<file path="src/rtl/tdm_demux_1x4.sv">
// Receive side of a 4:1 TDM serial link: locks onto frame_sync, deserialises four channels.
// Optional error counter (err_cnt/err_clr) enabled by defining TDM_DEMUX_ERR_CNT_EN.
module tdm_demux_1x4 #(
  parameter int WIDTH = 8
) (
  input  logic                 clk,
  input  logic                 rst_n,
  input  logic                 din,
  input  logic                 din_valid,
  input  logic                 frame_sync,
`ifdef TDM_DEMUX_ERR_CNT_EN
  input  logic                 err_clr,
  output logic [7:0]           err_cnt,
`endif
  output logic [4*WIDTH-1:0]   dout,
  output logic                 out_valid,
  output logic                 locked,
  output logic [1:0]           slot,
  output logic                 sync_err
);

  localparam int CW = (WIDTH > 2) ? $clog2(WIDTH) : 1;
  localparam logic [CW-1:0] LAST_FRAME = CW'(WIDTH - 1);

  typedef enum logic {HUNT = 1'b0, RUN = 1'b1} state_t;

  state_t                      state_reg;
  state_t                      state_next;
  logic [1:0]                  slot_reg;
  logic [1:0]                  slot_next;
  logic [CW-1:0]               frame_reg;
  logic [CW-1:0]               frame_next;
  logic [3:0][WIDTH-1:0]       ch_reg;
  logic [3:0][WIDTH-1:0]       ch_next;
  logic [4*WIDTH-1:0]          dout_reg;
  logic                        out_valid_reg;
  logic                        sync_err_reg;

  // Beat classification; exactly one of hunt_start/early/missing/shift can fire per beat
  logic hunt_start;
  logic run_beat;
  logic missing;
  logic early;
  logic shift;
  logic restart;
  logic complete;

  always_comb begin
    hunt_start = din_valid && (state_reg == HUNT) && frame_sync;
    run_beat   = din_valid && (state_reg == RUN);
    missing    = run_beat && (slot_reg == 2'd0) && !frame_sync;
    early      = run_beat && (slot_reg != 2'd0) && frame_sync;
    shift      = run_beat && !missing && !early;
    restart    = hunt_start || early;
    complete   = shift && (slot_reg == 2'd3) && (frame_reg == LAST_FRAME);
  end

  // State register
  always_ff @(posedge clk or negedge rst_n) begin
    if (!rst_n) begin
      state_reg <= HUNT;
    end else begin
      state_reg <= state_next;
    end
  end

  // Next-state logic
  always_comb begin
    state_next = state_reg;
    case (state_reg)
      HUNT: if (hunt_start) state_next = RUN;
      RUN:  if (missing)    state_next = HUNT;
      default:              state_next = HUNT;
    endcase
  end

  // Output logic
  always_comb begin
    locked    = (state_reg == RUN);
    slot      = slot_reg;
    dout      = dout_reg;
    out_valid = out_valid_reg;
    sync_err  = sync_err_reg;
  end

  // A restart seeds ch0 with the sync beat and discards everything else
  for (genvar gi = 0; gi < 4; gi++) begin : g_ch
    assign ch_next[gi] = restart ? {{(WIDTH-1){1'b0}}, din & (gi == 0)}
                       : missing ? '0
                       : (shift && (slot_reg == 2'(gi))) ? {ch_reg[gi][WIDTH-2:0], din}
                       : ch_reg[gi];
  end

  always_comb begin
    slot_next  = slot_reg;
    frame_next = frame_reg;
    if (restart || missing) begin
      frame_next = '0;
      slot_next  = restart ? 2'd1 : 2'd0;
    end else if (shift) begin
      slot_next = slot_reg + 2'd1;
      if (slot_reg == 2'd3) begin
        frame_next = complete ? '0 : frame_reg + CW'(1);
      end
    end
  end

  always_ff @(posedge clk or negedge rst_n) begin
    if (!rst_n) begin
      slot_reg      <= 2'd0;
      frame_reg     <= '0;
      ch_reg        <= '0;
      dout_reg      <= '0;
      out_valid_reg <= 1'b0;
      sync_err_reg  <= 1'b0;
    end else begin
      slot_reg      <= slot_next;
      frame_reg     <= frame_next;
      ch_reg        <= ch_next;
      out_valid_reg <= complete;
      sync_err_reg  <= missing || early;
      // ch_next already holds the final bit of channel 3
      if (complete) begin
        dout_reg <= ch_next;
      end
    end
  end

`ifdef TDM_DEMUX_ERR_CNT_EN
  logic [7:0] err_cnt_reg;

  always_ff @(posedge clk or negedge rst_n) begin
    if (!rst_n) begin
      err_cnt_reg <= 8'd0;
    end else if (err_clr) begin
      err_cnt_reg <= 8'd0;
    end else if ((missing || early) && (err_cnt_reg != 8'hFF)) begin
      err_cnt_reg <= err_cnt_reg + 8'd1;
    end
  end

  assign err_cnt = err_cnt_reg;
`endif

endmodule
</file>
<file path="config.mk">
export PLATFORM = sky130hd
export DESIGN_NAME = tdm_demux_1x4
export DESIGN_NICKNAME = d
export VERILOG_FILES = /design/src/rtl/tdm_demux_1x4.sv
export SDC_FILE = /design/constraint.sdc
export NUM_CORES = 1
export LEC_CHECK = 0
export CAP_MARGIN = 20
export CORE_MARGIN = 1
export CORE_UTILIZATION = 50
export DETAILED_ROUTE_END_ITERATION = 8
export HOLD_SLACK_MARGIN = 0.06
export PLACE_DENSITY = 0.8
export SYNTH_ARGS = -nofsm -noshare
export SYNTH_HDL_FRONTEND = slang
export SYNTH_SLANG_ARGS = --single-unit
</file>
<file path="constraint.sdc">
create_clock -name clk -period 1.9 [get_ports clk]
set_input_delay 0.38 -clock clk [delete_from_list [all_inputs] [get_ports clk]]
set_output_delay 0.38 -clock clk [all_outputs]
set_load 0.02 [all_outputs]
</file>
After elaboration in Yosys (flattened, before gate mapping) --
Cells that the tools add are included.
Word-level totals: bits of input ports 5, word-level logic and storage cells 64, output and inout port bits 37, flip-flop bits (word level) 72
Cells by class: muxes and demuxes 22, equality and inequality tests 4, reductions and logical operators 25, bitwise logic cells 1, add/subtract/negate cells 2
Operator list (count):
- 8-bit 2-to-1 mux | 12
- 1-bit logical AND | 14
- 3-bit 2-to-1 mux | 4
- 2-bit nonzero test | 3
- 2-bit == test, second input constant | 2
- 2-bit 2-to-1 mux | 2
- 3-bit by 1-bit adder with 3-bit output, second input constant | 1
- 3-bit == test, second input constant | 1
- 1-bit logical NOT | 3
- 1-bit logical OR | 3
- 1-bit 2-to-1 mux | 3
- 2-bit by 1-bit adder with 2-bit output, second input constant | 1
- 2-bit by 1-bit == test with 1-bit output, second input constant | 1
- 2-bit logical NOT | 1
- 1-bit one-hot mux with 2 select lines | 1
- 2-bit AND reduction | 1
- 1-bit NOT | 1

Logic depth before layout (Yosys ltp) --
Gate-level depths: netlist (run 1).
depth in word-level cells 12, depth in mapped cells 8, gate-level depth less buffers 5

Least setup slack after synthesis (run 1) --
Ideal clock, no wire load.
kind register to register, from register slot_reg[0], in the netlist slot[0], to register dout_reg[10], in the netlist dout[10], arrival time 1.918 ns, library setup time 0.125 ns, data required time 1.775 ns, path buffers 3, path slack -0.143 ns, clock period less this slack 2.043 ns, cell stages (with the launch flop) 9, cell sequence dfrtp_1 > inv_1 > ha_1 > nand2b_1 > buf_2 > and3_4 > buf_6 > buf_12 > mux2_4
On the way: cells in the longest elaborated chain, start to end 10, elaborated cells on any way between the ends 19, those cells by class eq/ne (2); mux (3); reduce/logical (14)
RTL lines:
- start, declared | RTL line 29 | logic [1:0] slot_reg;
- start signal, assigned | RTL line 117 | slot_reg <= slot_next;
- 2-bit logical NOT | RTL line 51 | missing = run_beat && (slot_reg == 2'd0) && !frame_sync;
- 1-bit logical AND (2 in a row) | RTL line 51
- 1-bit logical NOT | RTL line 53 | shift = run_beat && !missing && !early;
- 1-bit logical AND (2 in a row) | RTL line 53
- 1-bit logical AND | RTL line 90 | : (shift && (slot_reg == 2'(gi))) ? {ch_reg[gi][WIDTH-2:0], din}
- 8-bit 2-to-1 mux | RTL line 90
- 8-bit 2-to-1 mux | RTL line 89 | : missing ? '0
- 8-bit 2-to-1 mux | RTL line 88 | assign ch_next[gi] = restart ? {{(WIDTH-1){1'b0}}, din & (gi == 0)}
- end signal, assigned | RTL line 124 | dout_reg <= ch_next;
- end, declared | RTL line 35 | logic [4*WIDTH-1:0] dout_reg;
Several ways; a longest one is shown, not always the timed one. A chain may end at the register's enable or synchronous reset.

Final worst setup path (run 1) --
from register frame_reg[0], to register dout_reg[8], in the netlist dout[8]
On the way: cells in the longest elaborated chain, start to end 2
RTL lines:
- start, declared | RTL line 31 | logic [CW-1:0] frame_reg;
- start signal, assigned | RTL line 118 | frame_reg <= frame_next;
- 3-bit == test | RTL line 55 | complete = shift && (slot_reg == 2'd3) && (frame_reg == LAST_FRAME);
- 1-bit logical AND | RTL line 55
Every way passes these cells.

==> metrics.log, run 1 <==
INFO  metric cts_tree = built
INFO  metric path_max_fanout = 12
INFO  metric fp.dieArea = 7392 um2
INFO  metric initial_standard_cell_utilization_of_the_core = between 50% and 60%
INFO  metric master_of_the_slowest_instance_on_the_critical_path = dfrtp_1
INFO  metric report.final.hold_viol_count = 0
INFO  metric post-synth-top-count-cell = dfrtp_1
INFO  metric p_leak = around 1.9 nW
INFO  metric cts_inserted_buffers = 9
INFO  metric post_drt_wl_per_cell = approximately 17 um
INFO  metric final.period_utilization = between 90% and 100%
INFO  metric floorplan.die.height = around 86 um
INFO  metric critPathKind = reg -> reg
INFO  metric layout_cells_sized_above_1 = 24.01%
INFO  metric outcome = completed
INFO  metric ys_warn_count = 0
INFO  metric syn-num-nets = 319
INFO  metric clk_latency = 0.35 ns
INFO  metric setup-violations-final = 0
INFO  metric clk_transition_reported_paths = 0.08 ns
INFO  metric place.port_buffers = 41
INFO  metric endpoint_arrival_time_on_the_critical_path = 2.07 ns
INFO  metric yosys.cell_types.count = 29
INFO  metric finalWeightedCongestion = 0.7837
INFO  metric dp_hpwl = just under 5 mm
INFO  metric timing.clock.skew = around 0.0091 ns
INFO  metric setup_total_negative_slack = 0 ns
INFO  metric final_net_count = 361
INFO  metric global_route_usage_over_all_layers = a little over a fifth
INFO  metric clock_sink_count = 71
INFO  metric ctsRootBufferMaster = clkbuf_8
INFO  metric grt_max_degree = around 60
INFO  metric synth_ff_type = dfrtp_1
INFO  metric maxClockFrequency = between 500 and 600 MHz
INFO  metric insertedDiodeCount = 0
INFO  metric grt-ovfl-total = 0
INFO  metric post_synth_inst_count = 307
INFO  metric grt_first_pass_wirelength = 12.25 mm
INFO  metric max_slew.worst_pin.slew = slightly below 0.4 ns
INFO  metric timing.critical_path.from_type = flip-flop
INFO  metric num_rows = 30
INFO  metric finalCoreUtilization = 63.26%
INFO  metric power_density = approximately 930 nW/um2
INFO  metric finalNonFillerCells = between 400 and 500
INFO  metric drcViolationCount = 0
INFO  metric first_global_vias = 2,480
INFO  metric timing.critical_path.required = 2.14 ns
INFO  metric ctsLongestPathBuffers = 2
INFO  metric first_iter_violations = approximately 150
INFO  metric synthToLayoutAreaGrowth = 21.89%
INFO  metric synthesis.area_per_instance = roughly 11 um2
INFO  metric ys_top_cells_by_area = dfrtp_1 50%, mux2_4 8.9%, mux2_2 6.1%, nand4_1 5.7%, o31ai_1 5.5%
INFO  metric cpPeakStageDelay = roughly 0.38 ns
INFO  metric timing.final.max_slew_violations = 0
INFO  metric via_per_inst = 5.862
INFO  metric detail-route-antenna-nets = 0
INFO  metric core_area = just under 7000 um2
INFO  metric yosys.area.top_type = dfrtp_1
INFO  metric peakVddDrop = 0.4571 mV
INFO  metric antenna_found_initial = 0
INFO  metric layout_min_cycle_time = 1.831 ns
INFO  metric dr.pass1.iters = 5
INFO  metric hold_path.class = in -> async
INFO  metric drt_wl_total = roughly 7.5 mm
INFO  metric yosys-top-cells-count = 71 x dfrtp_1, 35 x a21oi_1, 32 x nand4_1, 26 x o31ai_1, 21 x mux2_4
INFO  metric postSynthRegisterBits = just over 70
INFO  metric max_cap_violations = 0
INFO  metric rsz0062_at_grt = no
INFO  metric cell_area_after_technology_mapping = about 3500 um2
INFO  metric die-width = 85.98 um
INFO  metric netlist.area_leader.share = 50.39%
INFO  metric critical_path.endpoint_type = flip-flop
INFO  metric vias = 2,638
INFO  metric ctsHtreeMaxLevel = 3
INFO  metric pin_count = 42
INFO  metric seq_area_frac_synth = between 50% and 60%
INFO  metric synthArstFlopShare = 100.0%
INFO  metric place_inst = 433
INFO  metric synth_enable_flop_cells = 0
INFO  metric total_power = 4.014 mW
INFO  metric maxSlewHeadroom = between 70% and 80%
INFO  metric post-cts-setup-buffer-count = 0
INFO  metric worstPathCellList = ha_1 > ha_4 > and4_4 > and3_4 > buf_12 > mux2_2
INFO  metric layout.filler_cells = 552
INFO  metric whs = around 0.45 ns
INFO  metric largest_register_ff_count = 32
-- worst max-delay path, delay by kind of cell (launching register included) --
family        cells  cell delay (ns)
fa+ha+maj         2             0.37
buf+inv           1             0.16
flops             1             0.38
mux               1             0.33
simple gates      2             0.46
-- stage by stage --
step | instance area [um2] | setup WS (ns)
6_report | 4298 | 0.06889
3_5_place_dp | 4101 | -0.08355
4_1_cts | 4288 | 0.05024
2_1_floorplan | 3536 | 0.01079
3_3_place_gp | 4101 | -0.07296
5_1_grt | 4298 | 0.003101
-- report_power, final --
part,total (mW),switching (mW),internal [mW]
Clock,1.09,0.551,0.542
Combinational,1.24,0.787,0.456
Sequential,1.68,0.0866,1.59
Total,4.01,1.42,2.59
-- final cells by class --
class | count | area, um2 | area share (%)
Sequential cell | 71 | 1779 | 41.40
Multi-Input combinational cell | 199 | 1560 | 36.30
Timing Repair Buffer | 65 | 650.6 | 15.14
Clock buffer | 13 | 158.9 | 3.697
Tap cell | 96 | 120.1 | 2.795
Clock inverter | 3 | 17.52 | 0.4076
Inverter | 3 | 11.26 | 0.2620
-- placed cells by master (no fill, tap or decap), types with 11 or more instances in the layout --
cell / n
a31oi_1: 16
buf_4: 18
mux2_2: 19
dfrtp_1: 69
mux2_4: 21
o31ai_1: 26
a21oi_1: 35
nand4_1: 32
clkdlybuf4s50_1: 40
clkbuf_8: 11
-- what timing repair did --
item / CTS / global route
hold buffers: 1 / 0
setup endpoints to repair: 0 / 15
resized for setup: 0 / 1
hold endpoints to repair: 13 / 0
-- cells by family (layout without fill, tap and decap cells) --
logic type | after synthesis | after routing | synth area share, %
AO/OA/AOI/OAI | 91 | 91 | 15.90
adder cells (fa/ha/maj) | 7 | 7 | 2.484
buffers and inverters | 37 | 84 | 5.784
flip-flops | 71 | 71 | 50.39
multiplexers | 40 | 40 | 15.01
AND/OR/NAND/NOR | 61 | 61 | 10.43
-- path summary, 6_finish.rpt --
kind	startpoint	endpoint	slack, ns	cells past startpoint
hold / removal	rst_n	dout[21]	0.45	2
setup / recovery	frame_reg[0]	dout[8]	0.07	6
max in group asynchronous	rst_n	slot[0]	0.81	3
min in group clk	dout[27]	dout[27]	0.51	1
setup reg to reg	frame_reg[0]	dout[8]	0.07	6
hold reg to reg	dout[27]	dout[27]	0.51	1
-- metal layers --
metal / routed length, um / global-route usage [%]
met4: 100 / 8.636
met2: 3633 / 33.62
met1: 3423 / 28.72
met5: 0 / 0
met3: 348 / 4.620
No activity file was read; power rests on OpenSTA's default activity.
==> inputs of run 2 (changes only) <==
- SKIP_LAST_GASP: unset -> 1
==> results of run 2 <==
No change in the layout: final DEF, timing and power equal those of run 1.
==> inputs of run 3 (changes only) <==
- PLACE_DENSITY: 0.8 -> 0.87
==> metrics.log, run 3 (synthesis results as in run 1) <==
INFO  metric p_leak = 1.899 nW (+1.7%)
INFO  metric whs = 0.5121 ns (+0.06315 ns)
INFO  metric cts_inserted_buffers = 9 (unchanged)
INFO  metric die-width = 85.98 um (unchanged)
INFO  metric timing.critical_path.required = 2.13 ns (about the same)
INFO  metric pin_count = 42 (unchanged)
INFO  metric detail-route-antenna-nets = 0 (unchanged)
INFO  metric layout_min_cycle_time = 1.869 ns (+0.03758 ns)
INFO  metric dr.pass1.iters = 4 (-1)
INFO  metric synthToLayoutAreaGrowth = 24.24%
INFO  metric finalWeightedCongestion = 0.7995 (+2.0%)
INFO  metric maxClockFrequency = 535.1 MHz (-2.0%)
INFO  metric endpoint_arrival_time_on_the_critical_path = 2.10 ns (+0.03 ns)
INFO  metric ctsLongestPathBuffers = 2 (unchanged)
INFO  metric setup-violations-final = 0 (unchanged)
INFO  metric floorplan.die.height = 85.98 um (unchanged)
INFO  metric place.port_buffers = 41 (unchanged)
INFO  metric final.period_utilization = 98.35% (+2.0 points)
INFO  metric final_area = 4380 um2 (+1.9%)
INFO  metric report.final.hold_viol_count = 0 (unchanged)
INFO  metric antenna_found_initial = 0 (unchanged)
INFO  metric post_drt_wl_per_cell = 18.41 um (+10%)
INFO  metric first_iter_violations = 303 (+99%)
INFO  metric grt-ovfl-total = 0 (unchanged)
INFO  metric cpPeakStageDelay = 0.37 ns (about the same)
INFO  metric max_cap_violations = 0 (unchanged)
INFO  metric power_density = 1007 nW/um2 (+7.9%)
INFO  metric maxSlewHeadroom = 61.27% (-13 points)
INFO  metric via_per_inst = 6.233 (+6.3%)
INFO  metric ctsHtreeMaxLevel = 3 (unchanged)
INFO  metric first_global_vias = 2,669 (+7.6%)
INFO  metric rsz0062_at_grt = yes
INFO  metric initial_standard_cell_utilization_of_the_core = 51.90% (unchanged)
INFO  metric master_of_the_slowest_instance_on_the_critical_path = dfrtp_1
INFO  metric drcViolationCount = 0 (unchanged)
INFO  metric worstPathCellList = ha_1 > ha_2 > and4_4 > and3_4 > buf_12 > mux2_2
INFO  metric hold_path.class = reg -> reg
INFO  metric final_net_count = 361 (unchanged)
INFO  metric timing.final.max_slew_violations = 0 (unchanged)
INFO  metric cts_tree = built
INFO  metric grt_max_degree = 37 (-37%)
INFO  metric largest_register_ff_count = 32 (unchanged)
INFO  metric clock_sink_count = 71 (unchanged)
INFO  metric num_rows = 30 (unchanged)
INFO  metric mostFrequentLayoutCell = dfrtp_1
INFO  metric clk_transition_reported_paths = 0.07 ns (about the same)
INFO  metric drt_wl_total = 8.284 mm (+10%)
INFO  metric max_slew.worst_pin.slew = 0.5810 ns (+0.1948 ns)
INFO  metric path_delay_family = simple AND/OR/NAND/NOR gates
INFO  metric ctsRootBufferMaster = clkbuf_8
INFO  metric timing.critical_path.from_type = flip-flop
INFO  metric placedInstanceArea = 4086 um2 (-0.37%)
INFO  metric timing.clock.skew = 0.008894 ns (-0.0001727 ns)
INFO  metric total_power = 4.412 mW (+9.9%)
INFO  metric global_route_usage_over_all_layers = 23.53% (+2.2 points)
INFO  metric layout_cells_sized_above_1 = 24.58% (+0.56 points)
INFO  metric peakVddDrop = 0.6434 mV (+41%)
INFO  metric critPathKind = reg -> reg
INFO  metric critical_path.endpoint_type = flip-flop
INFO  metric vias = 2,805 (+6.3%)
INFO  metric layout.filler_cells = 518 (-6.2%)
INFO  metric finalCoreUtilization = 64.48% (+1.2 points)
INFO  metric insertedDiodeCount = 0 (unchanged)
INFO  metric worstPathBufferInverterCount = 1 (unchanged)
INFO  metric setup_total_negative_slack = 0 ns (unchanged)
INFO  metric core_area = 6794 um2 (unchanged)
INFO  metric final_cell_mix = 69 x dfrtp_1, 40 x clkdlybuf4s50_1, 35 x a21oi_1
INFO  metric grt_first_pass_wirelength = 13.34 mm (+8.9%)
INFO  metric outcome = completed
INFO  metric path_max_fanout = 8 (-4)
INFO  metric dp_hpwl = 5.060 mm (+5.3%)
INFO  metric fp.dieArea = 7392 um2 (unchanged)
INFO  metric clk_latency = 0.36 ns (about the same)
[run 3: timing repair]
item,CTS,global route
hold buffers,1,0
endpoints found under the hold margin,23,0
setup buffers,0,1
endpoints found under the setup margin,0,3
gates resized for setup,0,1
[run 3: worst reg2reg max path, cell delays in order, from the launching register on]
cell and delay (ns):
dfrtp_1 0.37, ha_1 0.17, ha_2 0.22, and4_4 0.23, and3_4 0.26, buf_12 0.15, mux2_2 0.35
[run 3: per-layer routing]
metal	GRT usage, %	routed length [um]	vias up
met5	0	0	-
met4	9.545	172	0
met3	5.967	587	19
met2	35.93	3963	127
met1	32.15	3561	1407
li1	-	-	1252
[run 3: worst paths after layout]
| kind | slack, ns | cells after the start | endpoint | start |
|---|---|---|---|---|
| setup / recovery | 0.03 | 6 | dout[31] | frame_reg[0] |
| hold / removal | 0.51 | 1 | dout[28] | dout[28] |
| setup reg to reg | 0.03 | 6 | dout[31] | frame_reg[0] |
| hold reg to reg | 0.51 | 1 | dout[28] | dout[28] |
| max in group asynchronous | 0.71 | 3 | ch_reg[0] | rst_n |
| min in group asynchronous | 0.55 | 2 | dout[8] | rst_n |
[run 3: layout make-up]
class / instances / area, um2 / area share (%)
clock buffer: 11 / 141.4 / 3.228
tap: 96 / 120.1 / 2.742
clock inverter: 5 / 105.1 / 2.399
multi-input combinational: 199 / 1555 / 35.50
inverter: 3 / 11.26 / 0.2571
timing repair buffer: 65 / 668.1 / 15.25
sequential: 71 / 1779 / 40.62
[run 3: power breakdown]
part | switching (mW) | leakage, nW | internal, mW
Clock | 0.569 | 0.116 | 0.908
Sequential | 0.0834 | 0.980 | 1.59
Combinational | 0.816 | 0.803 | 0.444
Total | 1.47 | 1.90 | 2.94
[run 3: stage by stage]
step                cells  worst slack [ns]
detailed placement    431           -0.1142
finish                450           0.03131
CTS                   448           0.04046
floorplan             307           0.01079
global placement      431          -0.05397
global route          450          -0.01372
